## src/rtl/mouse_sync_pkg.sv

```systemverilog
// -----------------------------------------------------------------------------
// mouse_sync_pkg
// Shared constants and types for the mouse position synchroniser.
//   POS_WIDTH / POS_CHANNELS   : default bus geometry (12-bit x and y)
//   DEF_SYNC_STAGES            : default synchroniser depth
//   DEF_STABLE_CYCLES          : default settle time before a snapshot is published
//   pos_t                      : one position channel at the default width
// -----------------------------------------------------------------------------
package mouse_sync_pkg;

    localparam int POS_WIDTH         = 12;
    localparam int POS_CHANNELS      = 2;
    localparam int DEF_SYNC_STAGES   = 2;
    localparam int DEF_STABLE_CYCLES = 3;

    typedef logic [POS_WIDTH-1:0] pos_t;

endpackage

```

## src/rtl/sync_chain.sv

```systemverilog
// -----------------------------------------------------------------------------
// sync_chain
// Plain multi-flop synchroniser for one bus channel. It gives no coherence
// guarantee across bits; coherence is handled by the caller.
//   clk  : destination clock
//   rst  : asynchronous active-low reset
//   d    : asynchronous input
//   q    : synchronised output, STAGES clocks after d was sampled
// -----------------------------------------------------------------------------
module sync_chain #(
    parameter int WIDTH  = 1,
    parameter int STAGES = 2
) (
    input  logic             clk,
    input  logic             rst,
    input  logic [WIDTH-1:0] d,
    output logic [WIDTH-1:0] q
);

    // Stage 0 is the metastability-catching flop; stage STAGES-1 drives q.
    logic [STAGES-1:0][WIDTH-1:0] stage_q;

    always_ff @(posedge clk or negedge rst) begin
        if (!rst) begin
            // NOTE: every stage is reset, so after reset the chain reports zero
            // rather than whatever the flops powered up with.
            stage_q <= '0;
        end else begin
            // NOTE: non-blocking assignment makes each stage take the value its
            // neighbour held before the edge, so the data really shifts one flop per clock.
            stage_q <= {stage_q[STAGES-2:0], d};
        end
    end

    assign q = stage_q[STAGES-1];

endmodule

```

## src/rtl/mouse_pos_sync.sv

```systemverilog
// -----------------------------------------------------------------------------
// mouse_pos_sync
// Moves mouse position buses from the PS/2 clock domain into clk. Each channel
// goes through its own sync_chain. A snapshot is published only once every
// channel has held still for STABLE_CYCLES consecutive cycles, so bits that
// arrive a cycle apart never produce a mixed value.
//   clk        : system clock
//   rst        : asynchronous active-low reset
//   freeze     : 1 = hold pos_out (the filter keeps running underneath)
//   pos_in     : asynchronous positions, channel c at [c*WIDTH +: WIDTH]
//   pos_out    : last published coherent snapshot, same packing
//   pos_update : one-cycle pulse in the cycle pos_out takes a new value
//   stable     : all channels unchanged for STABLE_CYCLES cycles
// -----------------------------------------------------------------------------
module mouse_pos_sync
    import mouse_sync_pkg::*;
#(
    parameter int WIDTH         = POS_WIDTH,
    parameter int CHANNELS      = POS_CHANNELS,
    parameter int SYNC_STAGES   = DEF_SYNC_STAGES,
    parameter int STABLE_CYCLES = DEF_STABLE_CYCLES
) (
    input  logic                      clk,
    input  logic                      rst,
    input  logic                      freeze,
    input  logic [CHANNELS*WIDTH-1:0] pos_in,
    output logic [CHANNELS*WIDTH-1:0] pos_out,
    output logic                      pos_update,
    output logic                      stable
);

    localparam int BUS_W = CHANNELS * WIDTH;
    localparam int CNT_W = $clog2(STABLE_CYCLES + 1);
    localparam logic [CNT_W-1:0] CNT_MAX = CNT_W'(STABLE_CYCLES);

    // Reject geometries the filter cannot work with.
    if (SYNC_STAGES < 2) begin : g_bad_stages
        $error("mouse_pos_sync: SYNC_STAGES must be at least 2");
    end
    if (STABLE_CYCLES < 1) begin : g_bad_stable
        $error("mouse_pos_sync: STABLE_CYCLES must be at least 1");
    end
    if (CHANNELS < 1) begin : g_bad_channels
        $error("mouse_pos_sync: CHANNELS must be at least 1");
    end
    if (WIDTH < 1) begin : g_bad_width
        $error("mouse_pos_sync: WIDTH must be at least 1");
    end

    logic [BUS_W-1:0]    sync_bus;
    logic [CHANNELS-1:0] ch_eq;
    logic                all_eq;

    logic [BUS_W-1:0]    prev_q;
    logic [CNT_W-1:0]    cnt_q,        cnt_d;
    logic [BUS_W-1:0]    pos_out_q,    pos_out_d;
    logic                pos_update_q, pos_update_d;

    // One synchroniser and one change detector per channel.
    for (genvar ch = 0; ch < CHANNELS; ch++) begin : g_ch
        sync_chain #(
            .WIDTH  (WIDTH),
            .STAGES (SYNC_STAGES)
        ) u_sync (
            .clk (clk),
            .rst (rst),
            .d   (pos_in[ch*WIDTH +: WIDTH]),
            .q   (sync_bus[ch*WIDTH +: WIDTH])
        );

        assign ch_eq[ch] = (sync_bus[ch*WIDTH +: WIDTH] == prev_q[ch*WIDTH +: WIDTH]);
    end

    // Any single channel moving restarts the settle count for all of them.
    assign all_eq = &ch_eq;
    assign stable = (cnt_q == CNT_MAX);

    always_comb begin
        // NOTE: every variable gets its default before any condition, so no path
        // leaves one unassigned and no latch is inferred.
        cnt_d        = cnt_q;
        pos_out_d    = pos_out_q;
        pos_update_d = 1'b0;

        if (!all_eq) begin
            cnt_d = '0;
        end else if (cnt_q < CNT_MAX) begin
            cnt_d = cnt_q + CNT_W'(1);
        end

        // prev_q, not sync_bus, is published: it is the value the whole
        // stable window was measured on. Re-settling onto the value already
        // shown gives no pulse.
        if (stable && !freeze && (prev_q != pos_out_q)) begin
            pos_out_d    = prev_q;
            pos_update_d = 1'b1;
        end
    end

    always_ff @(posedge clk or negedge rst) begin
        if (!rst) begin
            prev_q       <= '0;
            cnt_q        <= '0;
            pos_out_q    <= '0;
            pos_update_q <= 1'b0;
        end else begin
            prev_q       <= sync_bus;
            cnt_q        <= cnt_d;
            pos_out_q    <= pos_out_d;
            pos_update_q <= pos_update_d;
        end
    end

    assign pos_out    = pos_out_q;
    assign pos_update = pos_update_q;

endmodule
```

## config.mk

```make
export PLATFORM = sky130hd
export DESIGN_NAME = mouse_pos_sync
export DESIGN_NICKNAME = d
export VERILOG_FILES = /design/src/rtl/mouse_sync_pkg.sv /design/src/rtl/sync_chain.sv /design/src/rtl/mouse_pos_sync.sv
export SDC_FILE = /design/constraint.sdc
export NUM_CORES = 1
export LEC_CHECK = 0
export ABC_AREA = 1
export BUFFER_PORTS_ARGS = -buffer_cell sky130_fd_sc_hd__buf_2
export CORE_ASPECT_RATIO = 0.7
export CORE_MARGIN = 5
export CORE_UTILIZATION = 51
export CTS_BUF_LIST = sky130_fd_sc_hd__clkbuf_16
export DETAILED_ROUTE_END_ITERATION = 6
export PLACE_DENSITY = 0.72
export SLEW_MARGIN = 10
export SYNTH_ARGS = -nofsm -noshare
export SYNTH_HDL_FRONTEND = slang
export SYNTH_SLANG_ARGS = --single-unit
```

## constraint.sdc

```tcl
create_clock -name clk -period 2 [get_ports clk]
set_clock_uncertainty 0.1 [all_clocks]
set_input_delay 0.1 -clock clk [delete_from_list [all_inputs] [get_ports clk]]
set_output_delay 0.1 -clock clk [all_outputs]
set_load 0.05 [all_outputs]
```

======== Yosys cells after proc, flatten, opt, wreduce, memory -nomap -nowiden ========
Cells that the tools add are included.
word-level totals
  register bits ........................... 99
  input port bits ......................... 27
  output and inout bits ................... 26
  word-level logic and storage cells ...... 22
cells by class
  add/subtract/negate cells ............... 1
  order comparisons ....................... 1
  equality and inequality tests ........... 5
  muxes and demuxes ....................... 3
  reduce and logical (&&, ||, !) cells .... 4
operators by type and width
  operator                                               number
  equality test 12 bit                                   2
  inequality test 24 bit                                 1
  two-way mux 2 bit                                      2
  adder 2 x 1 -> 2 bit, second input constant            1
  equality test 2 bit, second input constant             1
  logical AND 1 bit                                      2
  < comparator 2 bit, second input constant              1
  inequality test 2 x 1 -> 1 bit, second input constant  1
  AND reduction 2 bit                                    1
  logical NOT 1 bit                                      1
  two-way mux 1 bit                                      1

======== Longest topological paths before layout ========
  depth after elaboration ................. 4
  depth in mapped cells ................... 11
  gate-level depth less buffers ........... 10

======== By module ========
Synthesis repeated with hierarchy kept, for this count alone.
unflattened totals
  cells, all modules ...................... 374
  area, all modules ....................... 3841.2 um^2
modules (own cells, without submodules)
  module          times used  cells an instance  area an instance (um^2)  sequential area each (um^2)
  mouse_pos_sync  1           302                2459.9                   1276.2
  sync_chain      2           36                 690.7                    600.6

======== Worst setup path after synthesis ========
Ideal clock, no wire load.
  path type ............................... reg2reg
  from .................................... reg cnt_q[0]
  to ...................................... reg pos_out_q[13], in the netlist pos_out[13]
  library setup time ...................... 0.066 ns
  data arrival time ....................... 1.784 ns
  required time ........................... 1.834 ns
  slack ................................... 0.050 ns
  stages on the path, launching flop included .. 7
  buffers on the path ..................... 1
  clock period less this slack ............ 1.950 ns
  cells stage by stage .................... dfrtp_1 -> ha_1 -> inv_1 -> nor2_1 -> clkbuf_1 -> nand3_1 -> nand2_1
on the way
  longest elaborated chain between the ends .. 3
RTL lines
  element                          line                   RTL
  start: declaration               mouse_pos_sync.sv:55   logic [CNT_W-1:0] cnt_q, cnt_d;
  start signal: assignment         mouse_pos_sync.sv:108  cnt_q <= cnt_d;
  equality test 2 bit              mouse_pos_sync.sv:76   assign stable = (cnt_q == CNT_MAX);
  via stable                       mouse_pos_sync.sv:29   output logic stable
  logical AND 1 bit (2 in series)  mouse_pos_sync.sv:94   if (stable && !freeze && (prev_q != pos_out_q)) begin
  end signal: assignment           mouse_pos_sync.sv:109  pos_out_q <= pos_out_d;
  end: declaration                 mouse_pos_sync.sv:56   logic [BUS_W-1:0] pos_out_q, pos_out_d;
The timed path passes the listed nets, and every way through them passes these cells.
A chain may end at the register's enable or synchronous reset.

======== Final worst setup path ========
  from .................................... reg prev_q[19]
  to ...................................... reg pos_out_q[9], in the netlist pos_out[9]
on the way
  longest elaborated chain between the ends .. 2
RTL lines
  element                   line                   RTL
  start: declaration        mouse_pos_sync.sv:54   logic [BUS_W-1:0] prev_q;
  start signal: assignment  mouse_pos_sync.sv:107  prev_q <= sync_bus;
  inequality test 24 bit    mouse_pos_sync.sv:94
  logical AND 1 bit         mouse_pos_sync.sv:94
No other way between the ends.

==> metrics list <==
- Setup CP Type: register to register
- Number of synthesized register bits: 99
- The multi-input combinational cells in the finished layout cover a total of just over 0.001 mm².
* Antenna violations before repair: 0
- Dividing the final minimum period by the clock period gives 0.906.
- Tot GR Track Use: 0.171
* Die extent in x: 111 µm
- On the critical path the largest part of the delay comes from simple AND/OR/NAND/NOR gates.
- The first global-routing pass estimated ~12 mm of wire.
* Share of total power in the clock network: 0.397
- The first detailed-routing pass took 4 iterations.
* Fraction of the mapped netlist area in simple logic gates: 0.204
- Floorplan row count: 25
* Leakage power figure: 2.39 nW
* Post-CTS setup buffers: 0
- In the final routed layout, each cell accounts on average for about 13 µm.
- Synthesized netlist cell count: 351
- Highest-count cells in the layout ignoring fill and taps: sky130_fd_sc_hd__nand2_1, sky130_fd_sc_hd__dfrtp_1, sky130_fd_sc_hd__buf_2, sky130_fd_sc_hd__inv_1, sky130_fd_sc_hd__nor2_1
- Element type at the critical path start: register
- Maximum VDD drop: about 0.73 mV
- Psw: roughly 0.85 mW
- The clock drives 99 sinks.
* Largest net degree at the start of global routing: between 40 and 50
* Inserted Diodes: 0
* Clock tree from TritonCTS: built
* Proportion of layout cells with a drive suffix above 1: 0.199
* Pwr Density: 841 mW/mm²
- Cell internal pwr: 3.01 mW
- The library cell used most frequently in the layout, excluding fill and tap cells, is sky130_fd_sc_hd__nand2_1.
- In this run the tool buffered the top-level ports with 52 buffer cells.
* Routed vias/inst: approximately 4.6
* Post-route standard cell area excluding fillers: ~0.0046 mm²
* Die height: 80.9 µm
* Adder-cell area share of the yosys netlist: 0.00342
- Post-route total power: 3.86 mW
- Aggregate negative setup slack: 0 ns
- Derived from the worst setup path, the maximum achievable clock frequency is approximately 0.55 GHz.
- Layout fillers: around 550
* Initial standard-cell utilization of the core: 0.532
* Remaining global-route overflow: 0
* Most common cell type on the critical path: sky130_fd_sc_hd__nand2_1
- No sink is reached through more buffers than the 2 on the longest clock path.
* Slew Limit Fails: 0
- Signal arrival time at the worst endpoint: around 2.0 ns
* Hold Violations, Final: 0
- Number of DRC markers after the initial detailed-route iteration: approximately 130
- Of the total synthesized cell area, the portion taken by XOR and XNOR cells is 0.0598.
- Proportion of total power due to net switching: 0.220
* Routed WL: 6.74 mm
* Combinational family with the most area after synthesis: simple AND/OR/NAND/NOR gates
- Final Setup Violations: 0
- Worst hold path class: primary input to register
* Post-Synthesis Net Count: about 380
* Data required time at the worst endpoint: 2.13 ns
* Vias in the first global route: about 2400
- Counting I/O delays and the setup requirement, the final critical path takes around 1.8 ns.
* Worst stage delay on the critical path: 0.43 ns
- Of the total power, combinational logic draws 0.051.
- Worst slew slack as a fraction of its limit: 0.640
- Clock-pin slew was measured on the worst setup and hold paths at roughly 0.060 ns.
* Avg Inst Size Synth: 10.4 µm²
- At the end of routability-driven placement, the weighted congestion stood at about 0.79.
* FF/Latch Area: ~0.0025 mm²
- For this run, the register share of the synthesized area comes to 0.676.
- Ys Warns: 0
* Number of maximum-capacitance constraint violations: 0
- Once detailed placement completed, the half-perimeter wirelength came to around 4.7 mm.
- Transition time at the pin with the least slew margin: ~0.54 ns
* Layout area overhead: 25.3%
- Total core area: ~0.007 mm²
- Along the worst path, the maximum fanout reaches 18.
* Series of cell instances along the critical path: nand2_1 > nand2_1 > nor2_1 > nand2_1 > nor2_2 > nand3_4 > buf_4 > nand3_1 > nand2_1
- Number of unique standard cell types used by synthesis: 19
* Sequential Power Share: 0.553
* Remaining DRCs: 0
- H-tree depth: 3
- Root Buffer Master: sky130_fd_sc_hd__clkbuf_16
- Via count: about 2500
* Status: finished, final reports clean
- Critical Path Sink Type: register
* Slowest library cell on the worst path: sky130_fd_sc_hd__dfrtp_1
- Counting the buffers created by CTS gives 9.
* Worst path bufs/invs: 1
- Post-synthesis cell area: about 0.0037 mm²
* Clock insertion delay at the later pin of the skew report: around 0.35 ns
- Share of the core filled with cells in the final layout: 0.667
- The complex-gate fraction of the synthesized area was 0.00273.
* Final Net Count: approximately 470
- The placed instances occupy a cell area of between 0.004 and 0.005 mm².
* Multiplexer share of the synthesized area: 0.00273
* Overall die area: approximately 0.009 mm²
- The detail route stage leaves a number of antenna-violating nets equal to 0.
- For this design the top-level I/O count stands at 53.
- Setup repair after global routing missed its margin: false
[path summary, 6_finish.rpt]
check	startpoint	to	slack [ns]	cells after the start
min	freeze	pos_update	0.08	4
min reg2reg	g_ch[0].u_sync.stage_q[7]	g_ch[0].u_sync.q[7]	0.24	0
max reg2reg	prev_q[19]	pos_out[9]	0.19	9
min in group asynchronous	rst	g_ch[1].u_sync.q[4]	0.17	2
max in group asynchronous	rst	pos_out[8]	1.06	3
max	prev_q[19]	pos_out[9]	0.19	9
[synth_stat cells]
library cell / count / area share
sky130_fd_sc_hd__a21oi_1: 2 / 0.0027
sky130_fd_sc_hd__or2_2: 2 / 0.0034
sky130_fd_sc_hd__xnor2_1: 20 / 0.048
sky130_fd_sc_hd__buf_2: 3 / 0.0041
sky130_fd_sc_hd__nand2_1: 108 / 0.11
sky130_fd_sc_hd__nand3_1: 27 / 0.037
sky130_fd_sc_hd__xor2_1: 5 / 0.012
sky130_fd_sc_hd__nand2_4: 1 / 0.0031
sky130_fd_sc_hd__nor2_1: 32 / 0.033
sky130_fd_sc_hd__ha_1: 1 / 0.0034
sky130_fd_sc_hd__clkbuf_1: 1 / 0.0010
sky130_fd_sc_hd__buf_6: 2 / 0.0061
sky130_fd_sc_hd__nand3_4: 1 / 0.0048
sky130_fd_sc_hd__nor2_2: 3 / 0.0051
sky130_fd_sc_hd__nand4_1: 4 / 0.0068
sky130_fd_sc_hd__inv_1: 28 / 0.029
sky130_fd_sc_hd__inv_2: 11 / 0.011
sky130_fd_sc_hd__dfrtp_1: 99 / 0.68
sky130_fd_sc_hd__mux2i_1: 1 / 0.0027
[worst register-to-register path, stage by stage, from the launching register on]
cell and delay [ns]:
sky130_fd_sc_hd__dfrtp_1 0.43, sky130_fd_sc_hd__nand2_1 0.09, sky130_fd_sc_hd__nand2_1 0.05, sky130_fd_sc_hd__nor2_1 0.13, sky130_fd_sc_hd__nand2_1 0.09, sky130_fd_sc_hd__nor2_2 0.17
sky130_fd_sc_hd__nand3_4 0.25, sky130_fd_sc_hd__buf_4 0.26, sky130_fd_sc_hd__nand3_1 0.07, sky130_fd_sc_hd__nand2_1 0.06
[routing by layer]
layer | GRT usage | wire length, µm | up-vias | share of wire
met3 | 0.0722 | 531 | 11 | 0.079
met2 | 0.261 | 3090 | 64 | 0.46
met1 | 0.223 | 3020 | 1151 | 0.45
met5 | 0 | 0 | - | 0
met4 | 0.0583 | 97 | 0 | 0.014
li1 | - | - | 1243 | -
[power by group through the flow]
stage,clock (mW),combinational (mW),sequential [mW]
floorplan,0,0.0764,2.16
global placement,0,0.158,2.17
CTS,1.57,0.200,2.13
detailed placement,0,0.161,2.17
finish,1.53,0.196,2.13
global route,1.68,0.226,2.14
[kinds of logic after synthesis]
group	Yosys count
compound gates	2
mux	1
xor+xnor	25
simple gates	178
buf+inv	45
flops	99
fa+ha+maj	1
[layout make-up]
type | instances | area share
sequential | 99 | 0.540
multi-input combinational | 207 | 0.220
timing repair buffer | 82 | 0.125
clock buffer | 9 | 0.0491
inverter | 39 | 0.0319
tap | 94 | 0.0256
clock inverter | 7 | 0.00818
[registers in the layout, indices dropped and copies added, names as in the netlist]
name / flops
cnt_q: 2
g_ch.u_sync.q: 24
g_ch.u_sync.stage_q: 24
pos_out: 24
pos_update: 1
prev_q: 24
[metrics by stage]
stage	hold WS (ns)	std cells	worst slack [ns]
3_3_place_gp	0.0172	496	0.241
3_5_place_dp	0.0213	496	0.171
5_1_grt	0.104	537	0.0354
2_1_floorplan	-0.296	351	0.0500
6_report	0.0844	537	0.188
4_1_cts	0.113	537	0.149
[what timing repair did]
action / CTS / global route
hold endpoints to repair: 64 / 0
endpoints found under the setup margin: 0 / 11
gates resized for setup: 0 / 1
hold buffers: 25 / 0
Note: power is estimated with default switching activity, not from simulation.
